File: src/rtl/led_anim_sched.sv
// LED animation scheduler: prescaler, blink and head sequencing for walk-left/right, bounce and fill.
// Latency: mode entry from off is visible one cycle after the accepting edge; changes from an active mode apply at a step boundary.
// Backpressure: cfg_ready falls while a request is pending and rises again at the boundary that consumes it.
//
// Ports:
//   clk, rst (async, active-low)  | cfg_valid/cfg_mode/cfg_ready : mode request handshake
//   period, blink_en (live)       | leds, pos, busy, step        : registered animation outputs
module led_anim_sched #(
    parameter int N_LED      = 8,
    parameter int DIV_W      = 16,
    parameter int STEP_TICKS = 4
) (
    input  logic                       clk,
    input  logic                       rst,
    input  logic                       cfg_valid,
    input  logic [2:0]                 cfg_mode,
    output logic                       cfg_ready,
    input  logic [DIV_W-1:0]           period,
    input  logic                       blink_en,
    output logic [N_LED-1:0]           leds,
    output logic [$clog2(N_LED)-1:0]   pos,
    output logic                       busy,
    output logic                       step
);
    localparam int POS_W = $clog2(N_LED);
    localparam int LVL_W = $clog2(N_LED + 1);
    localparam int SUB_W = (STEP_TICKS > 1) ? $clog2(STEP_TICKS) : 1;
    localparam logic [POS_W-1:0] LAST_POS = POS_W'(N_LED - 1);

    typedef enum logic [2:0] {
        ST_OFF    = 3'd0,
        ST_WALK_L = 3'd1,
        ST_WALK_R = 3'd2,
        ST_BOUNCE = 3'd3,
        ST_FILL   = 3'd4
    } state_t;

    // Undefined mode codes fall back to off.
    function automatic state_t mode_to_state(input logic [2:0] m);
        case (m)
            3'd1:    return ST_WALK_L;
            3'd2:    return ST_WALK_R;
            3'd3:    return ST_BOUNCE;
            3'd4:    return ST_FILL;
            default: return ST_OFF;
        endcase
    endfunction

    state_t             r_state,     w_state_nxt;
    logic [DIV_W-1:0]   r_div_cnt,   w_div_nxt;
    logic [SUB_W-1:0]   r_sub_cnt,   w_sub_nxt;
    logic               r_blink,     w_blink_nxt;
    logic               r_dir,       w_dir_nxt;      // bounce: 0 = up, 1 = down
    logic [LVL_W-1:0]   r_level,     w_level_nxt;
    logic [POS_W-1:0]   r_pos,       w_pos_nxt;
    logic               r_pend_vld,  w_pend_vld_nxt;
    logic [2:0]         r_pend_mode, w_pend_mode_nxt;
    logic [N_LED-1:0]   r_leds,      w_leds_nxt;
    logic               r_busy;
    logic               r_step;

    logic               w_tick;
    logic               w_bound;
    logic               w_xfer;
    logic               w_enter;
    logic [2:0]         w_enter_mode;
    logic               w_head;
    logic [POS_W-1:0]   w_pos_inc;
    logic [POS_W-1:0]   w_pos_dec;

    assign cfg_ready = ~r_pend_vld;
    assign w_xfer    = cfg_valid & cfg_ready;
    // >= so that a live decrease of period takes effect on the current count.
    assign w_tick    = (r_state != ST_OFF) && (r_div_cnt >= period);
    assign w_bound   = w_tick && (r_sub_cnt == SUB_W'(STEP_TICKS - 1));
    assign w_pos_inc = r_pos + POS_W'(1);
    assign w_pos_dec = r_pos - POS_W'(1);

    // State register
    always_ff @(posedge clk or negedge rst) begin
        if (!rst) begin
            r_state     <= ST_OFF;
            r_div_cnt   <= '0;
            r_sub_cnt   <= '0;
            r_blink     <= 1'b0;
            r_dir       <= 1'b0;
            r_level     <= '0;
            r_pos       <= '0;
            r_pend_vld  <= 1'b0;
            r_pend_mode <= 3'd0;
            r_leds      <= '0;
            r_busy      <= 1'b0;
            r_step      <= 1'b0;
        end else begin
            r_state     <= w_state_nxt;
            r_div_cnt   <= w_div_nxt;
            r_sub_cnt   <= w_sub_nxt;
            r_blink     <= w_blink_nxt;
            r_dir       <= w_dir_nxt;
            r_level     <= w_level_nxt;
            r_pos       <= w_pos_nxt;
            r_pend_vld  <= w_pend_vld_nxt;
            r_pend_mode <= w_pend_mode_nxt;
            r_leds      <= w_leds_nxt;
            r_busy      <= (w_state_nxt != ST_OFF);
            r_step      <= w_bound;
        end
    end

    // Next-state logic
    always_comb begin
        w_state_nxt     = r_state;
        w_div_nxt       = r_div_cnt;
        w_sub_nxt       = r_sub_cnt;
        w_blink_nxt     = r_blink;
        w_dir_nxt       = r_dir;
        w_level_nxt     = r_level;
        w_pos_nxt       = r_pos;
        w_pend_vld_nxt  = r_pend_vld;
        w_pend_mode_nxt = r_pend_mode;
        w_enter         = 1'b0;
        w_enter_mode    = cfg_mode;

        if (r_state == ST_OFF) begin
            w_div_nxt   = '0;
            w_sub_nxt   = '0;
            w_blink_nxt = 1'b0;
            w_dir_nxt   = 1'b0;
            w_level_nxt = '0;
            w_pos_nxt   = '0;
            if (w_xfer) begin
                w_enter      = 1'b1;
                w_enter_mode = cfg_mode;
            end
        end else begin
            if (w_tick) begin
                w_div_nxt   = '0;
                w_blink_nxt = ~r_blink;
                w_sub_nxt   = w_bound ? '0 : r_sub_cnt + SUB_W'(1);
            end else begin
                w_div_nxt   = r_div_cnt + DIV_W'(1);
            end

            // A request landing on a boundary is only captured here; the
            // boundary below still sees the old (empty) pending flag.
            if (w_xfer) begin
                w_pend_vld_nxt  = 1'b1;
                w_pend_mode_nxt = cfg_mode;
            end

            if (w_bound) begin
                if (r_pend_vld) begin
                    w_pend_vld_nxt = 1'b0;
                    w_enter        = 1'b1;
                    w_enter_mode   = r_pend_mode;
                end else begin
                    case (r_state)
                        ST_WALK_L: w_pos_nxt = (r_pos == LAST_POS) ? '0 : w_pos_inc;
                        ST_WALK_R: w_pos_nxt = (r_pos == '0) ? LAST_POS : w_pos_dec;
                        ST_BOUNCE: begin
                            if (!r_dir) begin
                                w_pos_nxt = w_pos_inc;
                                if (w_pos_inc == LAST_POS) w_dir_nxt = 1'b1;
                            end else begin
                                w_pos_nxt = w_pos_dec;
                                if (w_pos_dec == '0) w_dir_nxt = 1'b0;
                            end
                        end
                        ST_FILL: begin
                            // Level N wraps to the empty frame; pos keeps the last head.
                            if (r_level == LVL_W'(N_LED)) begin
                                w_level_nxt = '0;
                            end else begin
                                w_level_nxt = r_level + LVL_W'(1);
                                w_pos_nxt   = r_level[POS_W-1:0];
                            end
                        end
                        default: ;
                    endcase
                end
            end
        end

        if (w_enter) begin
            w_state_nxt = mode_to_state(w_enter_mode);
            w_div_nxt   = '0;
            w_sub_nxt   = '0;
            w_blink_nxt = 1'b0;
            w_dir_nxt   = 1'b0;
            w_level_nxt = '0;
            w_pos_nxt   = '0;
            case (mode_to_state(w_enter_mode))
                ST_WALK_R: w_pos_nxt   = LAST_POS;
                ST_FILL:   w_level_nxt = LVL_W'(1);
                default:   ;
            endcase
        end
    end

    // Output logic: pattern for the upcoming cycle, registered in r_leds.
    always_comb begin
        w_leds_nxt = '0;
        w_head     = 1'b0;
        case (w_state_nxt)
            ST_WALK_L, ST_WALK_R, ST_BOUNCE: begin
                w_leds_nxt[w_pos_nxt] = 1'b1;
                w_head                = 1'b1;
            end
            ST_FILL: begin
                for (int i = 0; i < N_LED; i++) begin
                    w_leds_nxt[i] = (LVL_W'(i) < w_level_nxt);
                end
                w_head = (w_level_nxt != '0);
            end
            default: ;
        endcase
        if (blink_en && w_head) begin
            w_leds_nxt[w_pos_nxt] = w_blink_nxt;
        end
    end

    assign leds = r_leds;
    assign pos  = r_pos;
    assign busy = r_busy;
    assign step = r_step;

endmodule

File: config.mk
export PLATFORM = sky130hd
export DESIGN_NAME = led_anim_sched
export DESIGN_NICKNAME = d
export VERILOG_FILES = /design/src/rtl/led_anim_sched.sv
export SDC_FILE = /design/constraint.sdc
export NUM_CORES = 1
export LEC_CHECK = 0
export ABC_AREA = 1
export BUFFER_PORTS_ARGS = -buffer_cell sky130_fd_sc_hd__buf_2
export CORE_MARGIN = 2
export CORE_UTILIZATION = 60
export CTS_CLUSTER_SIZE = 40
export DETAILED_ROUTE_END_ITERATION = 16
export PLACE_DENSITY = 0.91
export SLEW_MARGIN = 20
export SYNTH_ARGS = -nofsm -noshare
export SYNTH_HDL_FRONTEND = slang
export SYNTH_SLANG_ARGS = --single-unit
File: constraint.sdc
create_clock -name clk -period 3.4 [get_ports clk]
set_clock_uncertainty 0.15 [all_clocks]
set_input_delay 0.17 -clock clk [delete_from_list [all_inputs] [get_ports clk]]
set_output_delay 0.17 -clock clk [all_outputs]
set_load 0.03 [all_outputs]
; Word-level counts from Yosys, hierarchy flattened
; Cells that the tools add are included.
[classes]
n_addsub = 5
order_cmp = 11
eq_ne = 19
muxes = 54
n_bitwise = 4
n_reduce_logical = 16
[op_table]
columns = cell, count
row1 = 16-bit two-way mux, 3
row2 = 3-bit two-way mux, 14
row3 = 4-bit two-way mux, 6
row4 = 3-bit one-hot mux with 4 select lines, 2
row5 = "3-bit by 2-bit equality test with 1-bit output, second input constant", 7
row6 = 1-bit two-way mux, 20
row7 = "3-bit equality test, second input constant", 6
row8 = "16-bit by 1-bit adder with 16-bit output, second input constant", 1
row9 = 16-bit >= comparator, 1
row10 = "3-bit by 4-bit less-than comparator with 1-bit output, first input constant", 4
row11 = 8-bit one-hot mux with 2 select lines, 1
row12 = 3-bit nonzero test, 5
row13 = "3-bit by 1-bit equality test with 1-bit output, second input constant", 3
row14 = 3-bit zero test, 3
row15 = 8-bit bitwise mux, 1
row16 = "1-bit by 4-bit less-than comparator with 1-bit output, first input constant", 2
row17 = "2-bit by 4-bit less-than comparator with 1-bit output, first input constant", 2
row18 = 2-bit two-way mux, 4
row19 = 8-bit two-way mux, 1
row20 = "4-bit by 1-bit adder with 4-bit output, second input constant", 1
row21 = "4-bit equality test, second input constant", 1
row22 = 1-bit logical AND, 4
row23 = "3-bit by 4-bit less-than comparator with 1-bit output, second input constant", 1
row24 = 4-bit nonzero test, 1
row25 = 13 further kinds, 15
[word_totals]
regBits = 44
input_bits = 23
out_inout_bits = 14

; Depth between registers and ports, before layout
; Gate-level depths: netlist (run 1).
[logic_depth]
depth_word = 18
ltp_mapped = 27
depth_no_buf = 27

; Least setup slack after synthesis (run 1)
; Ideal clock, no wire load.
[synth_path]
path_kind = reg-to-reg
start = register r_pos[0], in the netlist pos[0]
end = register r_leds[0], in the netlist leds[0]
arrival_time_ps = 2450
t_required_ps = 3185
slack_ps = 735
stages_incl_launch_ff = 19
n_path_buf = 0
period_less_slack_ps = 2665
cell_sequence = dfrtp_1 > ha_1 > ha_1 > or2_2 > nand3_1 > nand2_1 > inv_1 > nand3_1 > nand2_1 > nand2_1 > nand2_1 > nand2_1 > nand4_1 > nand2_1 > nor2_2 > nand2_1 > o21ai_0 > nand2_1 > nand2_1
[synth_between]
elab_chain_cells = 14
word_cells_on_any_way = 21
classes_between = add/sub (2) / order compare (2) / eq/ne (1) / mux (14) / reduce/logical (2)
[synth_rtl]
columns = element, line_no
row1 = from (decl), 55  ; logic [POS_W-1:0] r_pos, w_pos_nxt;
row2 = from (signal assigned), 101  ; r_pos <= w_pos_nxt;
row3 = "3-bit by 1-bit adder with 3-bit output, or another cell as far along", 76  ; assign w_pos_inc = r_pos + POS_W'(1);
row4 = "3-bit two-way mux, on equally long branches", "161, 158, 159"
row5 = 3-bit one-hot mux with 4 select lines (*), 157  ; case (r_state)
row6 = 3-bit two-way mux (*), 152  ; if (r_pend_vld) begin
row7 = 3-bit two-way mux (*), 151  ; if (w_bound) begin
row8 = 3-bit two-way mux (*), 124  ; if (r_state == ST_OFF) begin
row9 = 3-bit two-way mux (*), 184  ; if (w_enter) begin
row10 = net w_pos_nxt[2], 55
row11 = 3-bit by 4-bit less-than comparator with 1-bit output (not written as such) or 3-bit by 1-bit >= comparator with 1-bit output (tied branches), "206, 218"
row12 = 1-bit logical AND (not written as such), "206, 218"
row13 = 1-bit two-way mux (not written as such), "206, 218"
row14 = 1-bit demux with 3-bit select (*), "206, 218"
row15 = 8-bit one-hot mux with 2 select lines, 204  ; case (w_state_nxt)
row16 = 8-bit bitwise mux, 218  ; w_leds_nxt[w_pos_nxt] = w_blink_nxt;
row17 = 8-bit two-way mux (*), 217  ; if (blink_en && w_head) begin
row18 = net w_leds_nxt[0], 58  ; logic [N_LED-1:0] r_leds, w_leds_nxt;
row19 = to (signal assigned), 104  ; r_leds <= w_leds_nxt;
row20 = to (decl), 58
; Mark *: on every way through the listed nets, which the timed path passes. The rest lies on a longest branch.
; A chain may end at the register's enable or synchronous reset.

; Worst setup path in the final report (run 1)
[layout_path]
start = register r_div_cnt[11]
end = register r_leds[2], in the netlist leds[2]
[layout_between]
word_cells_on_any_way = 44
classes_between = order compare (4) / eq/ne (10) / mux (24) / reduce/logical (6)
[layout_rtl]
columns = element, line_no
row1 = from (decl), 50  ; logic [DIV_W-1:0] r_div_cnt, w_div_nxt;
row2 = from (signal assigned), 96  ; r_div_cnt <= w_div_nxt;
row3 = 16-bit >= comparator (*), 74  ; assign w_tick = (r_state != ST_OFF) && (r_div_cnt >= period);
row4 = 1-bit logical AND (*), 74
row5 = 1-bit logical AND (*), 75  ; assign w_bound = w_tick && (r_sub_cnt == SUB_W'(STEP_TICKS - 1));
row6 = 3-bit two-way mux, 151
row7 = 3-bit two-way mux, 124
row8 = "3-bit equality test, or another cell as far along", 40  ; case (m)
row9 = 3-bit one-hot mux with 4 select lines, 40
row10 = 3-bit two-way mux (*), 184
row11 = net w_state_nxt[0], 49  ; state_t r_state, w_state_nxt;
row12 = 3-bit by 1-bit equality test with 1-bit output or 3-bit by 2-bit equality test with 1-bit output (tied branches), 204
row13 = 3-bit OR reduction, 204
row14 = 8-bit one-hot mux with 2 select lines or 1-bit one-hot mux with 2 select lines (tied branches), 204
row15 = 8-bit bitwise mux or 1-bit logical AND (tied branches), "218, 217"
row16 = 8-bit two-way mux (*), 217
row17 = net w_leds_nxt[2], 58
; Mark *: on every way through the listed nets, which the timed path passes. The rest lies on a longest branch. The select of a mux whose other input is x is not followed.

==> results of run 1 <==
[worst max-delay path: stages (launching register included)]
cell	delay (ns)
dfrtp_1	0.42
ha_1	0.33
nand4_1	0.10
nor3_1	0.24
nand2_2	0.14
nand2_8	0.13
nand4_4	0.17
nand2_4	0.19
inv_2	0.08
nand2_2	0.06
nand2_2	0.09
nor2_8	0.21
nor2_1	0.08
inv_2	0.13
nand2_2	0.08
nand2_4	0.11
inv_4	0.07
nand2_1	0.08
nand2_1	0.06
[flip-flops by register name, indices dropped and copies added, names as in the netlist]
register and cells:
r_div_cnt 16, leds 8, r_level 4, pos 3, r_pend_mode 3, r_state 3, r_sub_cnt 2, busy 1
r_blink 1, r_dir 1, r_pend_vld 1, step 1
[layout by cell type (no fill, tap or decap), types with 7 or more instances in the layout]
cell | netlist | layout
a21oi_1 | 11 | 11
buf_2 | 3 | 35
dfrtp_1 | 44 | 44
ha_1 | 26 | 26
inv_1 | 77 | 77
inv_2 | 12 | 12
nand2_1 | 122 | 122
nand2_2 | 13 | 13
nand3_1 | 44 | 44
nand4_1 | 24 | 24
nor2_1 | 44 | 44
o21ai_0 | 22 | 22
o21ai_1 | 7 | 7
[worst paths after layout]
path	slack, ns	cells past startpoint	to
worst min register to register	0.34	2	r_pend_mode[1]$_DFFE_PN0P_
worst max-delay path	0.38	18	leds[2]$_DFF_PN0_
worst max register to register	0.38	18	leds[2]$_DFF_PN0_
worst min-delay path	0.002	3	r_pend_mode[2]$_DFFE_PN0P_
max in group asynchronous	2.45	2	r_div_cnt[11]$_DFF_PN0_
min in group asynchronous	0.25	2	leds[1]$_DFF_PN0_
[Yosys cell counts (all sizes together)]
master | instances | area (um2)
nand2 | 140 | 604.3
inv | 90 | 340.3
nor2 | 50 | 230.2
nand3 | 46 | 247.7
dfrtp | 44 | 1101
o21ai | 30 | 161.4
ha | 26 | 325.3
nand4 | 25 | 171.4
a21oi | 12 | 71.32
nor3 | 7 | 40.04
or2 | 4 | 25.03
buf | 3 | 15.01
clkinv | 2 | 12.51
xnor2 | 2 | 17.52
xor2 | 2 | 17.52
a211oi | 1 | 7.510
a22oi | 1 | 7.510
a31o | 1 | 8.760
a32o | 1 | 10.01
and3b | 1 | 8.760
clkbuf | 1 | 3.750
o211ai | 1 | 7.510
o21a | 1 | 7.510
o21bai | 1 | 7.510
o41ai | 1 | 8.760
[power groups by stage]
stage          clock network, mW  logic (mW)  registers, mW
2_1_floorplan                  0      0.0184          0.533
3_3_place_gp                   0      0.0436          0.533
3_5_place_dp                   0      0.0455          0.533
4_1_cts                    0.346      0.0466          0.523
5_1_grt                    0.368      0.0542          0.523
6_report                   0.335      0.0455          0.523
[final cells by class]
cell class	instances	area, um2	area share [%]
Sequential cell	44	1101	28.82
Tap cell	72	90.09	2.358
Clock buffer	8	90.09	2.358
Inverter	92	352.8	9.237
Multi-Input combinational cell	353	1986	51.98
Timing Repair Buffer	38	200.2	5.241
[repair_timing]
action / in CTS / in global routing
hold endpoints to repair: 44 / 0
setup buffers: 0 / 0
gates resized for setup: 0 / 0
hold buffers: 1 / 0
[layer usage]
| layer | share of wire, % | routed length, um | GRT usage [%] | up-vias |
|---|---|---|---|---|
| li1 | - | - | - | 1671 |
| met1 | 44 | 3353 | 31.79 | 1514 |
| met4 | 2.1 | 161 | 9.322 | 0 |
| met3 | 5.3 | 406 | 3.846 | 19 |
| met5 | 0 | 0 | 0 | - |
| met2 | 49 | 3786 | 47.83 | 114 |
[kinds of logic after synthesis]
group                      share of synthesized area, %
buffers and inverters                             10.75
xor gates and xnor gates                          1.013
adders and majority gates                         9.407
and+or+nand+nor                                   38.39
DFF                                               31.84
AOI/OAI and AO/OA                                 8.611
==> impl_results.md, run 1 <==
- Status: complete, no violations
- Clock insertion delay at the later pin of the skew report: 0.30 ns
- Critical Path RT: 3.45 ns
- Syn Nets: 542
- Setup crit start kind: flip-flop
- Share of post-route cells with drive strength above 1: 17.01%
- Layout Cells excl Fill: 607
- CP endpoint kind: flip-flop
- Clock Pin Slew Worst Setup and Hold Paths: 0.08 ns
- DP Cell Count: 598
- Reg-to-Reg Start: r_div_cnt[11]$_DFF_PN0_
- Antenna violations before repair: 0
- Number of remaining DRC errors: 0
- CTS tree: built
- Area Growth Syn to Fin: 10.46%
- Iteration-0 DRC Markers: 218
- Root Driver: clkbuf_8
- DIE WIDTH: 79.92 um
- DRT Pass-1 Iters: 5
- Distinct cell type count after synthesis: 41
- Die Ht: 79.92 um
- Wire per inst: 12.70 um
- Crit. Startpoint: r_div_cnt[11]$_DFF_PN0_
- Core ar.: 0.005540 mm2
- Clk pwr share: 37.1%
- Final max-slew violation count: 0
- Setup CP Type: reg2reg
- Filler cells: 484
- Clock Sinks: 44
- Max-cap violations: 0
- H-tree levels: 2
- Synth warnings: 0
- RePlAce Congestion: 0.9216
- Hold path startpoint: cfg_mode[2]
- Final Power: 0.9031 mW
- Switching power: 0.1965 mW
- Hold WC Path Type: in2reg
- Vias in the first global route: 3265
- ANT nets after route: 0
- Vias: 3318
- Synth Register Bits: 44
- Arrival time worst endpoint: 3.07 ns
- DP HPWL: 5903 um
- I/O Buffers: 36
- Syn Inst Count: 493
- CTS Buf Count: 5
- Avg Vias per Cell: 5.466
- Dpl ws: 0.3956 ns
- Final setup fails: 0
- Combinational share of power: 5.0%
- Fin nets: 583
- GR Overflow Total: 0
- Pint: 0.7067 mW
- First-pass GRT wire length: 13550 um
- Cell area after synthesis: 0.003458 mm2
- Max VDD drop: 0.1480 mV
- Setup TNS: 0 ns
- Headroom to the max-slew limit: 62.47%
- Utilization after layout: 68.95%
- Bufs on Longest Clock Path: 2
- Sw Ratio: 21.76%
- Total I/O pin count: 37
- Post-Route WL: 7707 um
- Fmax: 0.3308 GHz
- GRT Util Overall: 26.46%
- Fin crit period: 3.023 ns
- Part of the power in registers: 57.9%
- Largest net degree at the start of global routing: 45
- Num rows: 27
- Syn avg cell area: 7.015 um2
- Period utilization: 88.92%
- Hold_ws: 0.002023 ns
- RSZ-0062 raised after global routing: no
- Slew @ Worst Pin: 0.5629 ns
- Die area: 0.006387 mm2
- Design Area, Final: 0.003820 mm2
- Antenna diodes: 0
- Fin worst setup slack: 0.3767 ns
- Dpl cell area: 0.003717 mm2
- CP Max Fanout: 10
- Sequential cell area fraction in the yosys report: 31.84%
- Final Hold Viols: 0
- Initial core utilization: 62.42%
- Static Leak: 2.120 nW
- Pwr dens: 236.4 mW/mm2
No activity file was read; power rests on OpenSTA's default activity.
==> run 2: changes to the inputs <==
PLACE_DENSITY = default   (was 0.91)
PLACE_DENSITY_LB_ADDON = 0.05   (was default)
==> impl_results.md, run 2 (synthesis results as in run 1) <==
- Iteration-0 DRC Markers: 191 (-12%)
- Post-CTS sizing: 0 (unchanged)
- Top reg by flops: r_div_cnt
- Max-cap violations: 0 (unchanged)
- DRT Pass-1 Iters: 5 (unchanged)
- CP most frequent cell: nand2_1
- First-pass GRT wire length: 13030 um (-3.8%)
- RSZ-0062 raised after global routing: no
- Largest net degree at the start of global routing: 45 (unchanged)
- RR Endpoint: leds[4]$_DFF_PN0_
- Hold-critical path depth: 3 (unchanged)
- CTS tree: built
- I/O Buffers: 36 (unchanged)
- Arrival time worst endpoint: 3.03 ns (-0.04 ns)
- R2r setup slk: 0.42 ns (+0.04 ns)
- Vias in the first global route: 3025 (-7.4%)
- Max FFs per register: 16 (unchanged)
- H-tree levels: 2 (unchanged)
- Total I/O pin count: 37 (unchanged)
- Hold path startpoint: cfg_mode[0]
- Bufs on Longest Clock Path: 2 (unchanged)
- Setup crit start kind: flip-flop
- CP Max Fanout: 10 (unchanged)
- Number of remaining DRC errors: 0 (unchanged)
- Final setup fails: 0 (unchanged)
- Combinational share of power: 4.7% (-0.3 points)
- Die Ht: 79.92 um (unchanged)
- Worst-path cell chain: ha_1, nand2_1, nor2_1, nor2_1, nand2_1, nand2_1, nand2_1, nand2_2, nand2_8, nand4_4, nand2_4, inv_2, nand2_2, nand2_2, nor2_8, nor2_1, inv_2, nand2_2, nand2_4, inv_4, nand2_1, nand2_1
- Most frequent cells in the layout: 122 x nand2_1, 77 x inv_1, 44 x nor2_1, 44 x nand3_1, 44 x dfrtp_1
- Pwr dens: 256.3 mW/mm2 (+8.4%)
- CP endpoint kind: flip-flop
- Final Hold Viols: 0 (unchanged)
- Layout Cells excl Fill: 608 (+0.16%)
- GR Overflow Total: 0 (unchanged)
- Reg-to-Reg Start: r_div_cnt[2]$_DFF_PN0_
- Status: complete, no violations
- Vias: 3247 (-2.1%)
- Clock Sinks: 44 (unchanged)
- Pint: 0.7631 mW (+8.0%)
- Hold WC Path Type: in2reg
- Clock insertion delay at the later pin of the skew report: 0.30 ns (about the same)
- ANT nets after route: 0 (unchanged)
- Share of post-route cells with drive strength above 1: 17.35% (+0.34 points)
- Period utilization: 87.68% (-1.2 points)
- Filler cells: 478 (-1.2%)
- Core ar.: 0.005540 mm2 (unchanged)
- Root Driver: clkbuf_8
- Initial core utilization: 62.42% (unchanged)
- Avg Vias per Cell: 5.340 (-2.3%)
- GRT Util Overall: 25.68% (-0.78 points)
- Sw Ratio: 22.77% (+1.0 points)
- Most common cell after layout, fill and taps aside: nand2_1
- Fin crit period: 2.981 ns (-0.04233 ns)
- Setup CP Type: reg2reg
- Slew @ Worst Pin: 0.6394 ns (+0.07653 ns)
- Slowest cell on crit path: dfrtp_1
- DP HPWL: 5795 um (-1.8%)
- Static Leak: 2.133 nW (+0.63%)
- DP Cell Count: 598 (unchanged)
- Max VDD drop: 0.1461 mV (-1.3%)
- Fmax: 0.3355 GHz (+1.4%)
- Post-Route WL: 7516 um (-2.5%)
- Antenna diodes: 0 (unchanged)
- CTS Buf Count: 5 (unchanged)
- CP peak stage delay: 0.44 ns (+0.02 ns)
- Fin nets: 584 (+0.17%)
- CTS Hold Bufs: 2 (+1)
- Antenna violations before repair: 0 (unchanged)
- Clock Pin Slew Worst Setup and Hold Paths: 0.09 ns (about the same)
- Setup TNS: 0 ns (unchanged)
- RePlAce Congestion: 0.8909 (-3.3%)
- DIE WIDTH: 79.92 um (unchanged)
- Area Growth Syn to Fin: 11.47%
- Post-CTS Setup Bufs: 0 (unchanged)
- Die area: 0.006387 mm2 (unchanged)
- Hold Path End: r_pend_mode[0]$_DFFE_PN0P_
- Critical Path RT: 3.45 ns (about the same)
- Reg2reg path depth: 22 (+4)
- Wire per inst: 12.36 um (-2.6%)
- Num rows: 27 (unchanged)
- Switching power: 0.2250 mW (+15%)
- Clk pwr share: 42.4% (+5.3 points)
- Utilization after layout: 69.58% (+0.63 points)
- Part of the power in registers: 52.9% (-5.0 points)
- Final max-slew violation count: 0 (unchanged)
- Headroom to the max-slew limit: 57.21% (-5.3 points)
[run 2: per-layer routing]
layer,global-route usage [%],vias to the layer above,part of all wire (%)
li1,-,1669,-
met1,32.27,1494,45
met2,45.75,78,50
met3,4.072,6,4.5
met4,6.610,0,0.92
met5,0,-,0
[run 2: power by group through the flow]
stage,clock network (mW),registers [mW],logic [mW]
global route,0.450,0.523,0.0549
detailed placement,0,0.533,0.0456
CTS,0.425,0.523,0.0474
floorplan,0,0.533,0.0184
finish,0.419,0.523,0.0464
global placement,0,0.533,0.0441
[run 2: metrics by stage]
stage / cell area, um2 / hold WS (ns) / total power, mW / setup slack (ns)
final: 3855 / 0.01240 / 0.9882 / 0.4190
after global routing: 3855 / 0.04933 / 1.027 / 0.1227
after CTS: 3852 / 0.01831 / 0.9953 / 0.4376
after detailed placement: 3717 / 0.2430 / 0.5789 / 0.4447
after global placement: 3717 / 0.2437 / 0.5773 / 0.4878
after floorplan: 3458 / -0.2756 / 0.5518 / 0.7353
[run 2: worst max path at each step]
stage,slack (ns),startpoint,endpoint
after CTS,0.44,r_div_cnt[2]$_DFF_PN0_,leds[4]$_DFF_PN0_
after floorplan,0.74,pos[0]$_DFF_PN0_,leds[0]$_DFF_PN0_
after global routing,0.12,r_div_cnt[2]$_DFF_PN0_,leds[2]$_DFF_PN0_
final,0.42,r_div_cnt[2]$_DFF_PN0_,leds[4]$_DFF_PN0_
after detailed placement,0.44,r_div_cnt[2]$_DFF_PN0_,leds[4]$_DFF_PN0_
after global placement,0.49,r_div_cnt[2]$_DFF_PN0_,leds[4]$_DFF_PN0_
[run 2: area by class of cell]
cell class | instances | area, um2 | share of cell area (%)
multi-input cells | 353 | 1986 | 51.51
flip-flops and latches | 44 | 1101 | 28.56
inverters | 92 | 352.8 | 9.153
repair buffers | 39 | 210.2 | 5.453
well taps | 72 | 90.09 | 2.337
clock buffers | 5 | 68.82 | 1.785
clock inverters | 3 | 46.29 | 1.201
[run 2: worst max-delay path, delay by kind of cell (launching register included)]
kind          cells  cell delay (ns)
buf+inv           3             0.29
fa+ha+maj         1             0.29
simple gates     18             1.69
flops             1             0.44
==> run 3: changes to the inputs <==
CORE_UTILIZATION = 61   (was 60)
CTS_BUF_LIST = sky130_fd_sc_hd__clkbuf_8   (was default)
REMOVE_ABC_BUFFERS = 1   (was default)
==> impl_results.md, run 3 (synthesis results as in run 1) <==
- GRT Util Overall: 27.33% (+1.6 points)
- RSZ-0062 raised after global routing: no
- Clock Pin Slew Worst Setup and Hold Paths: 0.09 ns (about the same)
- DRT Pass-1 Iters: 5 (unchanged)
- Antenna violations before repair: 0 (unchanged)
- DIE WIDTH: 79.30 um (-0.78%)
- Slew @ Worst Pin: 0.6165 ns (-0.02296 ns)
- Most common cell after layout, fill and taps aside: nand2_1
- Max VDD drop: 0.1750 mV (+20%)
- Static Leak: 2.138 nW (+0.21%)
- Most frequent cells in the layout: 122 x nand2_1, 78 x inv_1, 44 x nor2_1, 44 x nand3_1, 44 x dfrtp_1
- Final max-slew violation count: 0 (unchanged)
- Setup CP Type: reg2reg
- CP peak stage delay: 0.44 ns (about the same)
- DP HPWL: 5886 um (+1.6%)
- Clock insertion delay at the later pin of the skew report: 0.30 ns (about the same)
- CP endpoint kind: flip-flop
- Antenna diodes: 0 (unchanged)
- Filler cells: 491 (+2.7%)
- Share of post-route cells with drive strength above 1: 17.16% (-0.19 points)
- Setup TNS: 0 ns (unchanged)
- GR Overflow Total: 0 (unchanged)
- Number of remaining DRC errors: 0 (unchanged)
- Max FFs per register: 16 (unchanged)
- Final Hold Viols: 0 (unchanged)
- First-pass GRT wire length: 13630 um (+4.5%)
- Headroom to the max-slew limit: 58.75% (+1.5 points)
- Fin crit period: 3.054 ns (+0.07313 ns)
- Critical Path RT: 3.44 ns (about the same)
- Largest net degree at the start of global routing: 45 (unchanged)
- CP Max Fanout: 10 (unchanged)
- CP most frequent cell: nand2_2
- Period utilization: 89.83% (+2.2 points)
- Post-Route WL: 7835 um (+4.2%)
- Wire per inst: 12.89 um (+4.2%)
- Vias: 3298 (+1.6%)
- Iteration-0 DRC Markers: 221 (+16%)
- Fin nets: 584 (unchanged)
- Hold WC Path Type: in2reg
- Slowest cell on crit path: dfrtp_1
- ANT nets after route: 0 (unchanged)
- Worst-path cell chain: ha_1, nand4_1, nor3_1, nand2_2, nand2_8, nand4_4, nand2_4, inv_2, nand2_2, nand2_2, nor2_8, nor2_1, inv_2, nand2_2, nand2_4, inv_4, nand2_1, nand2_1
- Utilization after layout: 69.87% (+0.29 points)
- CTS Buf Count: 5 (unchanged)
- Num rows: 27 (unchanged)
- Vias in the first global route: 3082 (+1.9%)
- Die area: 0.006288 mm2 (-1.6%)
- Core ar.: 0.005507 mm2 (-0.61%)
- Die Ht: 79.30 um (-0.78%)
- Pwr dens: 252.4 mW/mm2 (-1.5%)
- Setup crit start kind: flip-flop
- Bufs on Longest Clock Path: 2 (unchanged)
- Status: complete, no violations
- Area Growth Syn to Fin: 11.25%
- I/O Buffers: 36 (unchanged)
- Top reg by flops: r_div_cnt
- H-tree levels: 2 (unchanged)
- Avg Vias per Cell: 5.424 (+1.6%)
- Max-cap violations: 0 (unchanged)
- Total I/O pin count: 37 (unchanged)
- Root Driver: clkbuf_8
- RePlAce Congestion: 0.9357 (+5.0%)
- Final setup fails: 0 (unchanged)
- CTS tree: built
- Fmax: 0.3274 GHz (-2.4%)
- Initial core utilization: 62.80% (+0.38 points)
- Arrival time worst endpoint: 3.10 ns (+0.07 ns)
- Clock Sinks: 44 (unchanged)
-- run 3: cell types whose count changed in the layout (fill, tap and decap cells not counted), sizes merged --
cell      before  now
clkinvlp       1    0
clkinv         2    3
-- run 3: layout make-up --
cell class / instances / area [um2] / share of cell area [%]
multi-input combinational: 353 / 1986 / 51.61
sequential: 44 / 1101 / 28.62
inverter: 92 / 352.8 / 9.171
timing repair buffer: 39 / 210.2 / 5.463
tap: 72 / 90.09 / 2.341
clock buffer: 5 / 68.82 / 1.789
clock inverter: 3 / 38.79 / 1.008
-- run 3: layer usage --
layer / GRT usage [%] / share of wire, %
met1: 35.15 / 45
met2: 47.71 / 48
met3: 4.091 / 4.7
met4: 7.759 / 1.7
met5: 0 / 0
-- run 3: final timing paths --
kind	slack (ns)	cells past startpoint	to	from
min	0.03	3	r_pend_mode[0]$_DFFE_PN0P_	cfg_mode[0]
min in group asynchronous	0.26	2	r_level[2]$_DFF_PN0_	rst
max	0.35	18	leds[3]$_DFF_PN0_	r_div_cnt[11]$_DFF_PN0_
max reg2reg	0.35	18	leds[3]$_DFF_PN0_	r_div_cnt[11]$_DFF_PN0_
max in group asynchronous	2.44	2	leds[4]$_DFF_PN0_	rst
min reg2reg	0.36	2	r_sub_cnt[1]$_DFFE_PN0P_	r_sub_cnt[1]$_DFFE_PN0P_
-- run 3: what timing repair did --
action                                 CTS  global route
hold buffers                             2             0
buffers inserted                         0             0
endpoints found under the hold margin   45             0
resized for setup                        0             0
-- run 3: through the flow --
stage / total power [mW] / setup slack (ns) / cells / hold slack [ns] / area (um2)
finish: 0.9712 / 0.3459 / 608 / 0.03320 / 3847
floorplan: 0.5518 / 0.6442 / 489 / -0.2756 / 3440
global route: 1.009 / 0.07706 / 608 / 0.03667 / 3847
CTS: 0.9802 / 0.3422 / 608 / 0.02462 / 3845
detailed placement: 0.5796 / 0.3688 / 598 / 0.2571 / 3717
global placement: 0.5772 / 0.4558 / 598 / 0.2405 / 3717
-- run 3: worst max-delay path, delay by kind of cell (launching register included) --
family / cells / cell delay, ns
fa+ha+maj: 1 / 0.34
simple gates: 14 / 1.71
buf+inv: 3 / 0.28
flops: 1 / 0.44
-- run 3: where the power goes --
part,internal [mW],leakage [nW],switching (mW)
Clock,0.215,0.0593,0.186
Combinational,0.0187,1.47,0.0283
Sequential,0.523,0.610,0
Total,0.757,2.14,0.214
